`src/rtl/ysyx_22050243_gpr_wb_sched_if.sv`:
```
// Bundle of issue, EXU/LSU writeback and GPR write-port signals around the writeback scheduler.
// The master side drives requests; the slave side (scheduler) returns grants, stall and the write port.
interface ysyx_22050243_gpr_wb_sched_if #(
  parameter int unsigned ADDR_WIDTH = 5,
  parameter int unsigned DATA_WIDTH = 64
);
  localparam int unsigned NReg = 2 ** ADDR_WIDTH;

  logic                  iss_valid;
  logic                  iss_rd_en;
  logic [ADDR_WIDTH-1:0] iss_rd;
  logic [ADDR_WIDTH-1:0] iss_rs1;
  logic [ADDR_WIDTH-1:0] iss_rs2;
  logic                  iss_stall;

  logic                  exu_valid;
  logic [ADDR_WIDTH-1:0] exu_rd;
  logic [DATA_WIDTH-1:0] exu_data;
  logic                  exu_ready;

  logic                  lsu_valid;
  logic [ADDR_WIDTH-1:0] lsu_rd;
  logic [DATA_WIDTH-1:0] lsu_data;
  logic                  lsu_ready;

  logic                  gpr_w_en;
  logic [ADDR_WIDTH-1:0] gpr_w_addr;
  logic [DATA_WIDTH-1:0] gpr_w_data;
  logic [NReg-1:0]       busy_vec;

  modport master (
    output iss_valid, iss_rd_en, iss_rd, iss_rs1, iss_rs2,
    output exu_valid, exu_rd, exu_data,
    output lsu_valid, lsu_rd, lsu_data,
    input  iss_stall, exu_ready, lsu_ready,
    input  gpr_w_en, gpr_w_addr, gpr_w_data, busy_vec
  );

  modport slave (
    input  iss_valid, iss_rd_en, iss_rd, iss_rs1, iss_rs2,
    input  exu_valid, exu_rd, exu_data,
    input  lsu_valid, lsu_rd, lsu_data,
    output iss_stall, exu_ready, lsu_ready,
    output gpr_w_en, gpr_w_addr, gpr_w_data, busy_vec
  );
endinterface

```
`src/rtl/ysyx_22050243_gpr_wb_sched.sv`:
```
// GPR writeback scheduler: round-robin EXU/LSU arbitration onto one registered write port,
// plus a per-register busy scoreboard that stalls issue on RAW/WAW hazards.
module ysyx_22050243_gpr_wb_sched #(
  parameter int unsigned ADDR_WIDTH = 5,
  parameter int unsigned DATA_WIDTH = 64
) (
  input logic                          clk,
  input logic                          rst_n,
  ysyx_22050243_gpr_wb_sched_if.slave  bus
);
  localparam int unsigned NReg = 2 ** ADDR_WIDTH;

  typedef enum logic {SrcExu, SrcLsu} src_e;

  src_e                  rr_last_q, rr_last_d;
  logic [NReg-1:0]       busy_q, busy_d;
  logic                  w_en_q, w_en_d;
  logic [ADDR_WIDTH-1:0] w_addr_q, w_addr_d;
  logic [DATA_WIDTH-1:0] w_data_q, w_data_d;

  logic                  exu_gnt, lsu_gnt, wb_fire, wb_write, iss_fire;
  logic [ADDR_WIDTH-1:0] wb_rd;
  logic [DATA_WIDTH-1:0] wb_data;

  // Stall looks only at registered busy; a same-cycle clear is covered by GPR forwarding later.
  assign bus.iss_stall = bus.iss_valid &
                         (busy_q[bus.iss_rs1] | busy_q[bus.iss_rs2] |
                          (bus.iss_rd_en & busy_q[bus.iss_rd]));
  assign iss_fire = bus.iss_valid & ~bus.iss_stall & bus.iss_rd_en & (bus.iss_rd != '0);

  // On conflict the source that did not win last time is granted.
  assign exu_gnt = bus.exu_valid & (~bus.lsu_valid | (rr_last_q == SrcLsu));
  assign lsu_gnt = bus.lsu_valid & (~bus.exu_valid | (rr_last_q == SrcExu));
  assign bus.exu_ready = exu_gnt;
  assign bus.lsu_ready = lsu_gnt;

  assign wb_fire  = exu_gnt | lsu_gnt;
  assign wb_rd    = lsu_gnt ? bus.lsu_rd : bus.exu_rd;
  assign wb_data  = lsu_gnt ? bus.lsu_data : bus.exu_data;
  assign wb_write = wb_fire & (wb_rd != '0);

  always_comb begin
    rr_last_d = rr_last_q;
    busy_d    = busy_q;
    w_en_d    = wb_write;
    w_addr_d  = w_addr_q;
    w_data_d  = w_data_q;
    if (exu_gnt) rr_last_d = SrcExu;
    if (lsu_gnt) rr_last_d = SrcLsu;
    if (wb_write) begin
      busy_d[wb_rd] = 1'b0;
      w_addr_d      = wb_rd;
      w_data_d      = wb_data;
    end
    // Set is applied after clear so a same-cycle issue to the same register wins.
    if (iss_fire) busy_d[bus.iss_rd] = 1'b1;
    busy_d[0] = 1'b0;
  end

  always_ff @(posedge clk or negedge rst_n) begin
    if (!rst_n) begin
      rr_last_q <= SrcExu;
      busy_q    <= '0;
      w_en_q    <= 1'b0;
      w_addr_q  <= '0;
      w_data_q  <= '0;
    end else begin
      rr_last_q <= rr_last_d;
      busy_q    <= busy_d;
      w_en_q    <= w_en_d;
      w_addr_q  <= w_addr_d;
      w_data_q  <= w_data_d;
    end
  end

  assign bus.gpr_w_en   = w_en_q;
  assign bus.gpr_w_addr = w_addr_q;
  assign bus.gpr_w_data = w_data_q;
  assign bus.busy_vec   = busy_q;
endmodule

```
`src/flat_wrapper.sv`:
```
// flat-port wrapper written by rule: the top's interface ports become plain ports
module ysyx_22050243_gpr_wb_sched_flat 
#(
  parameter int unsigned ADDR_WIDTH = 5,
  parameter int unsigned DATA_WIDTH = 64
)
  (clk, rst_n, bus_iss_valid, bus_iss_rd_en, bus_iss_rd, bus_iss_rs1, bus_iss_rs2, bus_exu_valid, bus_exu_rd, bus_exu_data, bus_lsu_valid, bus_lsu_rd, bus_lsu_data, bus_iss_stall, bus_exu_ready, bus_lsu_ready, bus_gpr_w_en, bus_gpr_w_addr, bus_gpr_w_data, bus_busy_vec);
  ysyx_22050243_gpr_wb_sched_if #(.ADDR_WIDTH(ADDR_WIDTH), .DATA_WIDTH(DATA_WIDTH)) bus_i ();
  input logic clk;
  input logic rst_n;
  input wire logic [$bits(bus_i.iss_valid)-1:0] bus_iss_valid;
  input wire logic [$bits(bus_i.iss_rd_en)-1:0] bus_iss_rd_en;
  input wire logic [$bits(bus_i.iss_rd)-1:0] bus_iss_rd;
  input wire logic [$bits(bus_i.iss_rs1)-1:0] bus_iss_rs1;
  input wire logic [$bits(bus_i.iss_rs2)-1:0] bus_iss_rs2;
  input wire logic [$bits(bus_i.exu_valid)-1:0] bus_exu_valid;
  input wire logic [$bits(bus_i.exu_rd)-1:0] bus_exu_rd;
  input wire logic [$bits(bus_i.exu_data)-1:0] bus_exu_data;
  input wire logic [$bits(bus_i.lsu_valid)-1:0] bus_lsu_valid;
  input wire logic [$bits(bus_i.lsu_rd)-1:0] bus_lsu_rd;
  input wire logic [$bits(bus_i.lsu_data)-1:0] bus_lsu_data;
  output wire logic [$bits(bus_i.iss_stall)-1:0] bus_iss_stall;
  output wire logic [$bits(bus_i.exu_ready)-1:0] bus_exu_ready;
  output wire logic [$bits(bus_i.lsu_ready)-1:0] bus_lsu_ready;
  output wire logic [$bits(bus_i.gpr_w_en)-1:0] bus_gpr_w_en;
  output wire logic [$bits(bus_i.gpr_w_addr)-1:0] bus_gpr_w_addr;
  output wire logic [$bits(bus_i.gpr_w_data)-1:0] bus_gpr_w_data;
  output wire logic [$bits(bus_i.busy_vec)-1:0] bus_busy_vec;
  assign bus_i.iss_valid = bus_iss_valid;
  assign bus_i.iss_rd_en = bus_iss_rd_en;
  assign bus_i.iss_rd = bus_iss_rd;
  assign bus_i.iss_rs1 = bus_iss_rs1;
  assign bus_i.iss_rs2 = bus_iss_rs2;
  assign bus_i.exu_valid = bus_exu_valid;
  assign bus_i.exu_rd = bus_exu_rd;
  assign bus_i.exu_data = bus_exu_data;
  assign bus_i.lsu_valid = bus_lsu_valid;
  assign bus_i.lsu_rd = bus_lsu_rd;
  assign bus_i.lsu_data = bus_lsu_data;
  assign bus_iss_stall = bus_i.iss_stall;
  assign bus_exu_ready = bus_i.exu_ready;
  assign bus_lsu_ready = bus_i.lsu_ready;
  assign bus_gpr_w_en = bus_i.gpr_w_en;
  assign bus_gpr_w_addr = bus_i.gpr_w_addr;
  assign bus_gpr_w_data = bus_i.gpr_w_data;
  assign bus_busy_vec = bus_i.busy_vec;
  ysyx_22050243_gpr_wb_sched #(.ADDR_WIDTH(ADDR_WIDTH), .DATA_WIDTH(DATA_WIDTH)) u_core (.clk(clk), .rst_n(rst_n), .bus(bus_i));
endmodule
```
`config.mk`:
```
export PLATFORM = sky130hd
export DESIGN_NAME = ysyx_22050243_gpr_wb_sched_flat
export DESIGN_NICKNAME = d
export VERILOG_FILES = /design/src/rtl/ysyx_22050243_gpr_wb_sched_if.sv /design/src/rtl/ysyx_22050243_gpr_wb_sched.sv /design/src/flat_wrapper.sv
export SDC_FILE = /design/constraint.sdc
export NUM_CORES = 1
export LEC_CHECK = 0
export ABC_AREA = 1
export ABC_CLOCK_PERIOD_IN_PS = 1700
export BUFFER_PORTS_ARGS = -buffer_cell sky130_fd_sc_hd__buf_2
export CAP_MARGIN = 20
export CELL_PAD_IN_SITES_DETAIL_PLACEMENT = 1
export CELL_PAD_IN_SITES_GLOBAL_PLACEMENT = 1
export CORE_UTILIZATION = 25
export CTS_CLUSTER_SIZE = 12
export DETAILED_ROUTE_END_ITERATION = 12
export GPL_TIMING_DRIVEN = 0
export HOLD_SLACK_MARGIN = 0.02
export PLACE_DENSITY_LB_ADDON = 0.1
export SLEW_MARGIN = 5
export SYNTH_ARGS = -nofsm -noshare
export SYNTH_HDL_FRONTEND = slang
export SYNTH_SLANG_ARGS = --single-unit
```
`constraint.sdc`:
```
create_clock -name clk -period 1.7 [get_ports clk]
set_input_delay 0.255 -clock clk [delete_from_list [all_inputs] [get_ports clk]]
set_output_delay 0.255 -clock clk [all_outputs]
set_load 0.1 [all_outputs]
```
==> results.md <==
* Outcome: finished with violations
* Failing checks: setup timing
* RSZ-0062 raised after global routing: true
* Most frequent cells in the layout: nand2_1, buf_2, nand3_1
* CP peak stage delay at 0.55 ns
* Reg power frac at 27.8%
* CP startpoint: u_core.bus.busy_vec[27]$_DFF_PN0_
* Area of the multi-input gates at 3660 um2
* Syn. warnings at 0
* FMAX at 0.442 GHz
* Clk_lat worst skew at 0.36 ns
* Switching Share at 52.4%
* Die H at 158 um
* I/O pin cnt at 264
* Seq/Total Area, Yosys at 42.2%
* Routed wire per std cell at 18.3 um
* Placement Setup Slack at -0.718 ns
* Tot Pwr at 12.2 mW
* Port bufs at 258
* CP endpoint kind: output pin
* Die X at 158 um
* PwrDens at 1240 nW/um2
* Synthesized flop and latch total at 102
* Placed insts at 1441
* Post-Synth XOR/XNOR Area at 0%
* Sequential cell area at 2670 um2
* # DRC at 0
* Area Growth Syn to Fin at 62.7%
* Mux contribution to synthesized area at 0%
* Layout Cells excl Fill at 1513
* CTS tree: built
* Layout cells sized above 1 at 46.1%
* Fin area at 9840 um2
* Clock Pin Slew Worst Setup and Hold Paths at 0.09 ns
* Worst Path Arrival at 2.01 ns
* Int Pwr at 5.81 mW
* Syn avg cell area at 7.01 um2
* Leakage at 4.73 nW
* Layout filler cell count at 2979
* Final hold vios at 0
* Initial drt markers at 268
* Worst Setup Path Type: reg -> out
* Critical Path RT at 1.44 ns
* WHS at 0.139 ns
* Final worst-path cycle share at 133%
* Clk pwr share at 19.6%
* Initial core utilization at 25.6%
* Commonest non-fill, non-tap cell in the layout: nand2_1
* First-pass GRT wire length at 41200 um
* Via count at 6981
* Max-cap viol count at 0
* Yosys top cell by area: dfrtp_1
* Post-Synth Simple-Gate Area at 35.3%
* Mapped Area at 6050 um2
* Post-layout min period at 2.26 ns
* Switch Pwr at 6.40 mW
* Total congestion overflow at 0
* Total CTS buffers at 9
* Detail Placement HPWL at 20300 um
* Comb pwr share at 52.6%
* Yosys top cell area share at 42.2%
* DRT antenna net count at 0
* Crit path max-delay family: simple AND/OR/NAND/NOR gates
* DR vias/cell at 4.61
* CTS Root Cell: clkbuf_16
* Cell variety after synth at 26
* CP startpoint kind: flop
* Number of global-route vias before repair at 7052
* Max-slew violations at 0
* Routed wire length at 27700 um
* CP max stage cell: dfrtp_4
* VDD IR max at 0.000610 V
* Hold Path Class: in -> reg
* Final Core Density at 41.7%
* Placed Area at 7990 um2
* Max transition margin at 62.4%
* Net count after synthesis at 1022
* Mapped Cells at 863
* Post-Synth Adder-Cell Area at 0%
* Max H-tree Level at 3
* Total GRT Usage at 22.3%
* Hold Startpoint: bus_exu_data[20]
* Max clock buf depth at 2
* CP Buf/Inv Count at 2
* Pin count of the biggest net entering global routing at 72
* Largest family of logic cells by synthesized area: simple AND/OR/NAND/NOR gates
* Compound-gate portion of the synthesized area at 13.1%
* Die area at 24800 um2
* Maximum fanout along the worst path at 5
* Setup tns final at -27.69 ns
* Final nets at 1347
* RR Startpoint: u_core.bus.busy_vec[27]$_DFF_PN0_
* Setup violation total in the final timing report at 97
* Sink Count at 102
* Slack of the critical path at -0.563 ns
* Area contributors post-synth: dfrtp_1, nand2_1, nand3_1
* Row count at 56
* Crit path cell chain: nand2_2 > nand3_2 > nand3_2 > nand2_1 > nand2_1 > nand3_1 > nand2_2 > nand2_4 > o21ai_2 > bufinv_8 > buf_12
* Initial antenna violation count at 4
* Total core area at 23600 um2
* RePlAce Congestion at 0.835
* Detailed Routing Iterations Pass 1 at 4
* Slew @ Worst Pin at 0.565 ns
* Worst Skew at 0.0128 ns
worst reg2reg max path, delay by kind of cell, from the launching register on:
| family | cells | cell delay, ns |
|---|---|---|
| simple gates | 11 | 1.02 |
| flops | 1 | 0.55 |
| buf+inv | 3 | 0.47 |
sequential cells by signal, summed over array words and instances (netlist names):
signal	count
u_core.rr_last_q	1
u_core.bus.gpr_w_addr	5
u_core.bus.gpr_w_data	64
u_core.bus.busy_vec	31
u_core.bus.gpr_w_en	1
cells by family after synthesis:
| kind of cell | Yosys count |
|---|---|
| and+or+nand+nor | 525 |
| AOI/OAI and AO/OA | 120 |
| buffers and inverters | 115 |
| DFF | 102 |
| other | 1 |
final cells by class:
| class | instances | share of cell area [%] |
|---|---|---|
| multi-input cells | 646 | 37.2 |
| flip-flops and latches | 102 | 27.1 |
| repair buffers | 315 | 20.8 |
| plain buffers | 49 | 4.53 |
| well taps | 319 | 4.05 |
| inverters | 65 | 2.95 |
| clock buffers | 10 | 2.33 |
| clock inverters | 6 | 1.07 |
| diodes | 1 | 0.0254 |
path summary, 6_finish.rpt:
| kind | endpoint | slack (ns) | cells after the start |
|---|---|---|---|
| max in group asynchronous | u_core.bus.gpr_w_data[51]$_DFFE_PN0N_ | 0.63 | 3 |
| setup / recovery | bus_iss_stall | -0.56 | 11 |
| hold / removal | u_core.bus.gpr_w_data[20]$_DFFE_PN0N_ | 0.14 | 3 |
| hold reg to reg | u_core.bus.gpr_w_addr[0]$_DFFE_PN0N_ | 0.51 | 2 |
| min in group asynchronous | u_core.bus.busy_vec[31]$_DFF_PN0_ | 0.34 | 2 |
| setup reg to reg | u_core.bus.busy_vec[23]$_DFF_PN0_ | -0.40 | 14 |
cells in the mapped netlist, drive strengths merged:
library cell / instances
nand2: 315
nor2: 108
dfrtp: 102
nand3: 92
inv: 65
a31oi: 64
o21ai: 52
buf: 34
clkbuf: 16
nor3: 9
a21boi: 1
conb: 1
o211ai: 1
o21a: 1
o31ai: 1
or2: 1
metal layers:
metal	part of all wire (%)	GRT usage, %
met1	41	25.9
met2	51	40.5
met3	6.6	6.65
met4	1.2	4.11
met5	0.15	0
power by group through the flow:
stage	sequential (mW)	combinational (mW)	clock, mW
after detailed placement	3.36	5.54	0
after floorplan	6.36	1.23	0
after CTS	3.36	6.06	2.46
after global routing	3.45	6.73	2.54
final	3.40	6.42	2.39
after global placement	3.35	5.51	0
timing repair:
action                                  in CTS  in global routing
gates cloned                                 9                  4
buffers inserted                            28                 18
hold buffers                                 1                  0
endpoints found under the setup margin     103                104
pin swaps                                   21                 33
gates resized for setup                    109                126
endpoints found under the hold margin       31                  0
No activity file was read; power rests on OpenSTA's default activity.
